<file path="src/rtl/bus_gearbox_fifo.sv">
`default_nettype none
// +----------------------------------------------------------------------------+
// | bus_gearbox_fifo: wide-in / narrow-out FIFO with partial write beats,      |
// | back-pressure, programmable almost-full and sticky error flags.            |
// | Revision: 1.0                                                              |
// +----------------------------------------------------------------------------+
module bus_gearbox_fifo #(
  parameter int WORD_W       = 64,
  parameter int RATIO        = 2,
  parameter int DEPTH        = 32,
  parameter int AFULL_THRESH = 16
) (
  input  logic                          clk,
  input  logic                          rst_n,
  input  logic                          wr_en,
  input  logic [RATIO*WORD_W-1:0]       wr_data,
  input  logic [$clog2(RATIO+1)-1:0]    wr_cnt,
  output logic                          wr_ready,
  input  logic                          rd_en,
  output logic [WORD_W-1:0]             rd_data,
  output logic                          rd_valid,
  output logic [$clog2(DEPTH):0]        count,
  output logic                          full,
  output logic                          almost_full,
  output logic                          empty,
  output logic                          overflow,
  output logic                          underflow,
  input  logic                          clr_err
);

  localparam int AW   = $clog2(DEPTH);
  localparam int CW   = $clog2(RATIO + 1);
  localparam int CNTW = AW + 1;

  logic [WORD_W-1:0] mem [DEPTH];

  logic [AW-1:0]     wptr_q, wptr_d;
  logic [AW-1:0]     rptr_q, rptr_d;
  logic [CNTW-1:0]   count_q, count_d;
  logic [WORD_W-1:0] rd_data_q, rd_data_d;
  logic              rd_valid_q, rd_valid_d;
  logic              overflow_q, overflow_d;
  logic              underflow_q, underflow_d;

  logic [CW-1:0]     n_wr;
  logic              wr_acc;
  logic              wr_drop;
  logic              rd_acc;
  logic              rd_bad;

  // Flags come straight from the registered count, so a same-cycle write is never visible to a read.
  assign empty       = (count_q == '0);
  assign full        = (count_q == CNTW'(DEPTH));
  assign almost_full = (count_q >= CNTW'(AFULL_THRESH));
  assign wr_ready    = (count_q <= CNTW'(DEPTH - RATIO));

  always_comb begin
    n_wr    = (wr_cnt > CW'(RATIO)) ? CW'(RATIO) : wr_cnt;
    wr_acc  = wr_en && wr_ready && (n_wr != '0);
    wr_drop = wr_en && !wr_ready && (n_wr != '0);
    rd_acc  = rd_en && !empty;
    rd_bad  = rd_en && empty;

    wptr_d      = wr_acc ? (wptr_q + AW'(n_wr)) : wptr_q;
    rptr_d      = rd_acc ? (rptr_q + AW'(1)) : rptr_q;
    count_d     = count_q + (wr_acc ? CNTW'(n_wr) : CNTW'(0)) - (rd_acc ? CNTW'(1) : CNTW'(0));
    rd_data_d   = rd_acc ? mem[rptr_q] : rd_data_q;
    rd_valid_d  = rd_acc;
    // A fresh error outranks a clear issued in the same cycle.
    overflow_d  = wr_drop || (overflow_q && !clr_err);
    underflow_d = rd_bad || (underflow_q && !clr_err);
  end

  always_ff @(posedge clk or negedge rst_n) begin
    if (!rst_n) begin
      wptr_q      <= '0;
      rptr_q      <= '0;
      count_q     <= '0;
      rd_data_q   <= '0;
      rd_valid_q  <= 1'b0;
      overflow_q  <= 1'b0;
      underflow_q <= 1'b0;
    end else begin
      wptr_q      <= wptr_d;
      rptr_q      <= rptr_d;
      count_q     <= count_d;
      rd_data_q   <= rd_data_d;
      rd_valid_q  <= rd_valid_d;
      overflow_q  <= overflow_d;
      underflow_q <= underflow_d;
    end
  end

  // Storage carries no reset; lanes past the beat's word count are left untouched.
  always_ff @(posedge clk) begin
    if (wr_acc) begin
      for (int i = 0; i < RATIO; i++) begin
        if (i < int'(n_wr)) begin
          mem[wptr_q + AW'(i)] <= wr_data[i*WORD_W +: WORD_W];
        end
      end
    end
  end

  assign rd_data   = rd_data_q;
  assign rd_valid  = rd_valid_q;
  assign count     = count_q;
  assign overflow  = overflow_q;
  assign underflow = underflow_q;

endmodule
`default_nettype wire

</file>
<file path="config.mk">
export PLATFORM = sky130hd
export DESIGN_NAME = bus_gearbox_fifo
export DESIGN_NICKNAME = d
export VERILOG_FILES = /design/src/rtl/bus_gearbox_fifo.sv
export SDC_FILE = /design/constraint.sdc
export NUM_CORES = 2
export LEC_CHECK = 0
export ABC_CLOCK_PERIOD_IN_PS = 8800
export BUFFER_PORTS_ARGS = -buffer_cell sky130_fd_sc_hd__buf_2
export CAP_MARGIN = 20
export CORE_MARGIN = 2
export CORE_UTILIZATION = 40
export CTS_CLUSTER_DIAMETER = 80
export DETAILED_ROUTE_END_ITERATION = 8
export PLACE_DENSITY = 0.52
export SYNTH_ARGS = -nofsm -noshare
export SYNTH_HDL_FRONTEND = slang
export SYNTH_SLANG_ARGS = --single-unit
</file>
<file path="constraint.sdc">
create_clock -name clk -period 8.8 [get_ports clk]
set_clock_uncertainty 0.1 [all_clocks]
set_input_delay 1.32 -clock clk [delete_from_list [all_inputs] [get_ports clk]]
set_output_delay 1.32 -clock clk [all_outputs]
set_load 0.02 [all_outputs]
</file>
==> summary.txt <==
Finish
  – Final instance area: 118,000 um^2
  – Fin nets: 6,434
  – Filler instances: 23,500
  – Final core utilization: 44.6%
  – Finished Layout Cells: 10,000
  – Layout cells sized above 1: 48.4%
  – Area Overhead vs Synth: 10.9%

Floorplanning
  – CORE AREA: 265,000 um^2
  – Rows: 189
  – Die span in x: 520 um
  – Die Y: 520 um
  – Die area: 271,000 um^2
  – Top-Level Pins: 212
  – Initial Util: 40.2%

Power and ir drop
  – Pwr dens: 267 nW/um^2
  – Gate power share: 29.6%
  – Reg power frac: 39.5%
  – Peak VDD IR: 324 uV
  – Clock share of power: 30.9%
  – Lkg Pwr: 38.4 nW
  – Sw power: 10.7 mW
  – Total power draw: 31.5 mW
  – Internal: 20.8 mW
  – Sw Share: 34.0%

Route
  – Detail Route met2 WL: 183 mm
  – WL met3: 27.9 mm
  – Pre-Repair DR Iteration Count: 7
  – Antenna Nets Post-Route: 0
  – Via count: 62,900
  – DRC violations left: 0
  – Via density: 6.27
  – Top sig layer: met5
  – Wirelength per Cell: 38.2 um
  – Initial DRC Count: 7,105
  – WL final: 383 mm
  – Met1 Wirelength: 160 mm

Place
  – Setup WS pre-CTS: 2.95 ns
  – Dpl cells: 9,574
  – GPL Wtd Cong: 0.790
  – Port buffer count: 211
  – Hpwl dp: 209 mm
  – Area after DPL: 111,000 um^2

CTS
  – Root buf cell: clkbuf_16
  – Max clock buf depth: 3
  – Setup Buffers After CTS: 0
  – Clk sinks: 2,131
  – H-tree levels: 4
  – CTS clk-pin slew, worst paths: 0.06 ns
  – CTS resizes: 0
  – Clk Latency, worst-skew pair: 0.91 ns
  – CTS tree: yes
  – CTS Hold Bufs: 0
  – CTS Buf Count: 236

Setup path
  – R2r setup slk: 3.54 ns
  – Worst setup path start: count[5]
  – RR Startpoint: count[5]
  – CP cell instances: inv_1 > ha_1 > and3_1 > a211oi_2 > inv_1 > nor2_1 > nand2_4 > o21ai_4 > buf_4 > buf_4
  – R2R depth: 10
  – CP required: 9.24 ns
  – Critical path peak fanout: 43
  – Worst setup path endpoint: mem[18][18]
  – Critical Path End Type: flip-flop
  – Arrival @ worst endpoint: 5.70 ns
  – Worst Setup Start Kind: flip-flop
  – Reg2reg end: mem[18][18]
  – Crit-path slowest cell: buf_4
  – Max incr delay on CP: 0.82 ns
  – Setup Crit Path Kind: reg2reg

Synth
  – Ys flop type: edfxtp_1
  – Syn nets: 6,643
  – Syn Area/Cell: 16.4 um^2
  – Post-synthesis sequential area ratio: 59.6%
  – Area of the mapped netlist: 107,000 um^2
  – Yosys warnings: 0
  – Synth top area share: 57.6%
  – #FFs+latches synth: 2,131
  – Asr flop ratio synth: 3.89%
  – Top post-synthesis cells by area: edfxtp_1 58%, mux2_2 21%, mux4_2 7.6%, mux2i_1 2.9%, dfrtp_1 1.9%
  – Post-synth EDFFs: 2,048
  – Post-synth top cells: 2,048 x edfxtp_1, 1,984 x mux2_2, 522 x clkbuf_1, 358 x mux4_2, 310 x mux2i_1
  – Post-synth top area cell: edfxtp_1
  – Top-count cell post-synth: edfxtp_1
  – Synthesized instance count: 6,490
  – Synth cell types: 58

GRT
  – GRT Overall Usage: 27.9%
  – Largest net degree at the start of global routing: 90
  – Vias in the first global route: 64,100
  – Total grt overflow: 0
  – First-pass GRT wire length: 529 mm
  – Initial antenna violation count: 27

STA
  – RSZ-0062 raised after global routing: false
  – Slew Viols, Final: 0
  – Worst-margin pin slew: 1.24 ns
  – Setup TNS: 0 ns
  – Worst slew margin: 17.6%
  – Highest attainable clock frequency: 190 MHz
  – Min cycle time layout: 5.26 ns
  – Setup Viol. Count Final: 0
  – Final worst slack: 3.54 ns
  – Final Hold Viols: 0
  – Hold_ws: 0.320 ns
  – Final period utilization: 59.8%

Hold path
  – Hold Path Class: in2async

Run
  – Max cap viols: 0

Status
  – Outcome: finished clean
[layout by cell type, fill, tap and decap left out, types with 83 or more instances in the layout]
master	instances
mux2_2	1984
clkbuf_1	83
mux2i_1	310
buf_4	139
clkbuf_16	240
edfxtp_1	2048
nand2_1	112
mux4_2	358
buf_2	211
o22ai_1	182
[critical path, delay by kind of cell (launching register included)]
| family | cells | cell delay, ns |
|---|---|---|
| flops | 1 | 0.51 |
| simple gates | 3 | 1.34 |
| buf+inv | 4 | 1.83 |
| fa+ha+maj | 1 | 0.19 |
| compound gates | 2 | 0.90 |
[flip-flops by register name, summed over array words and instances, names as in the netlist]
signal,count
mem,2048
rd_data,64
count,6
rptr_q,5
wptr_q,5
overflow,1
rd_valid,1
underflow,1
[area by class of cell]
type,instances,area (um^2),share of cell area (%)
sequential,2131,63600,53.7
multi-input combinational,3522,40100,33.9
clock buffer,339,6540,5.52
tap,3533,4420,3.74
timing repair buffer,376,2630,2.22
clock inverter,106,942,0.796
inverter,14,55.1,0.0465
antenna,9,22.5,0.0190
[how the worst min path moves through the flow]
stage | from | to | slack [ns] | cells after the start
6_report | rst_n | rd_data[50] | 0.32 | 1
5_1_grt | rst_n | rd_data[50] | 0.32 | 1
4_1_cts | rst_n | rd_data[50] | 0.29 | 1
3_5_place_dp | overflow | overflow | 0.43 | 2
3_3_place_gp | rd_data[54] | rd_data[54] | 0.44 | 2
2_1_floorplan | rptr_q[1] | rptr_q[1] | 0.44 | 3
[power by group through the flow]
stage | sequential [mW] | clock (mW) | combinational [mW]
finish | 12.4 | 9.75 | 9.35
CTS | 12.4 | 9.89 | 9.34
detailed placement | 12.7 | 0 | 9.31
global placement | 12.6 | 0 | 9.26
global route | 12.5 | 10.2 | 9.75
floorplan | 12.4 | 0 | 5.80
[layer usage]
metal	global-route usage (%)	vias to the layer above
li1	-	25400
met3	4.75	610
met1	38.1	34300
met5	0	-
met4	8.37	8
met2	45.4	2559
[logic make-up after synthesis]
kind of cell	Yosys count	synth area share (%)
multiplexers	2720	32.1
flip-flops	2131	59.6
buffers and inverters	837	3.39
AO/OA/AOI/OAI	457	3.17
AND/OR/NAND/NOR	315	1.42
adder cells (fa/ha/maj)	18	0.225
XOR/XNOR	12	0.0985
Power figures use the tool's default switching activity.
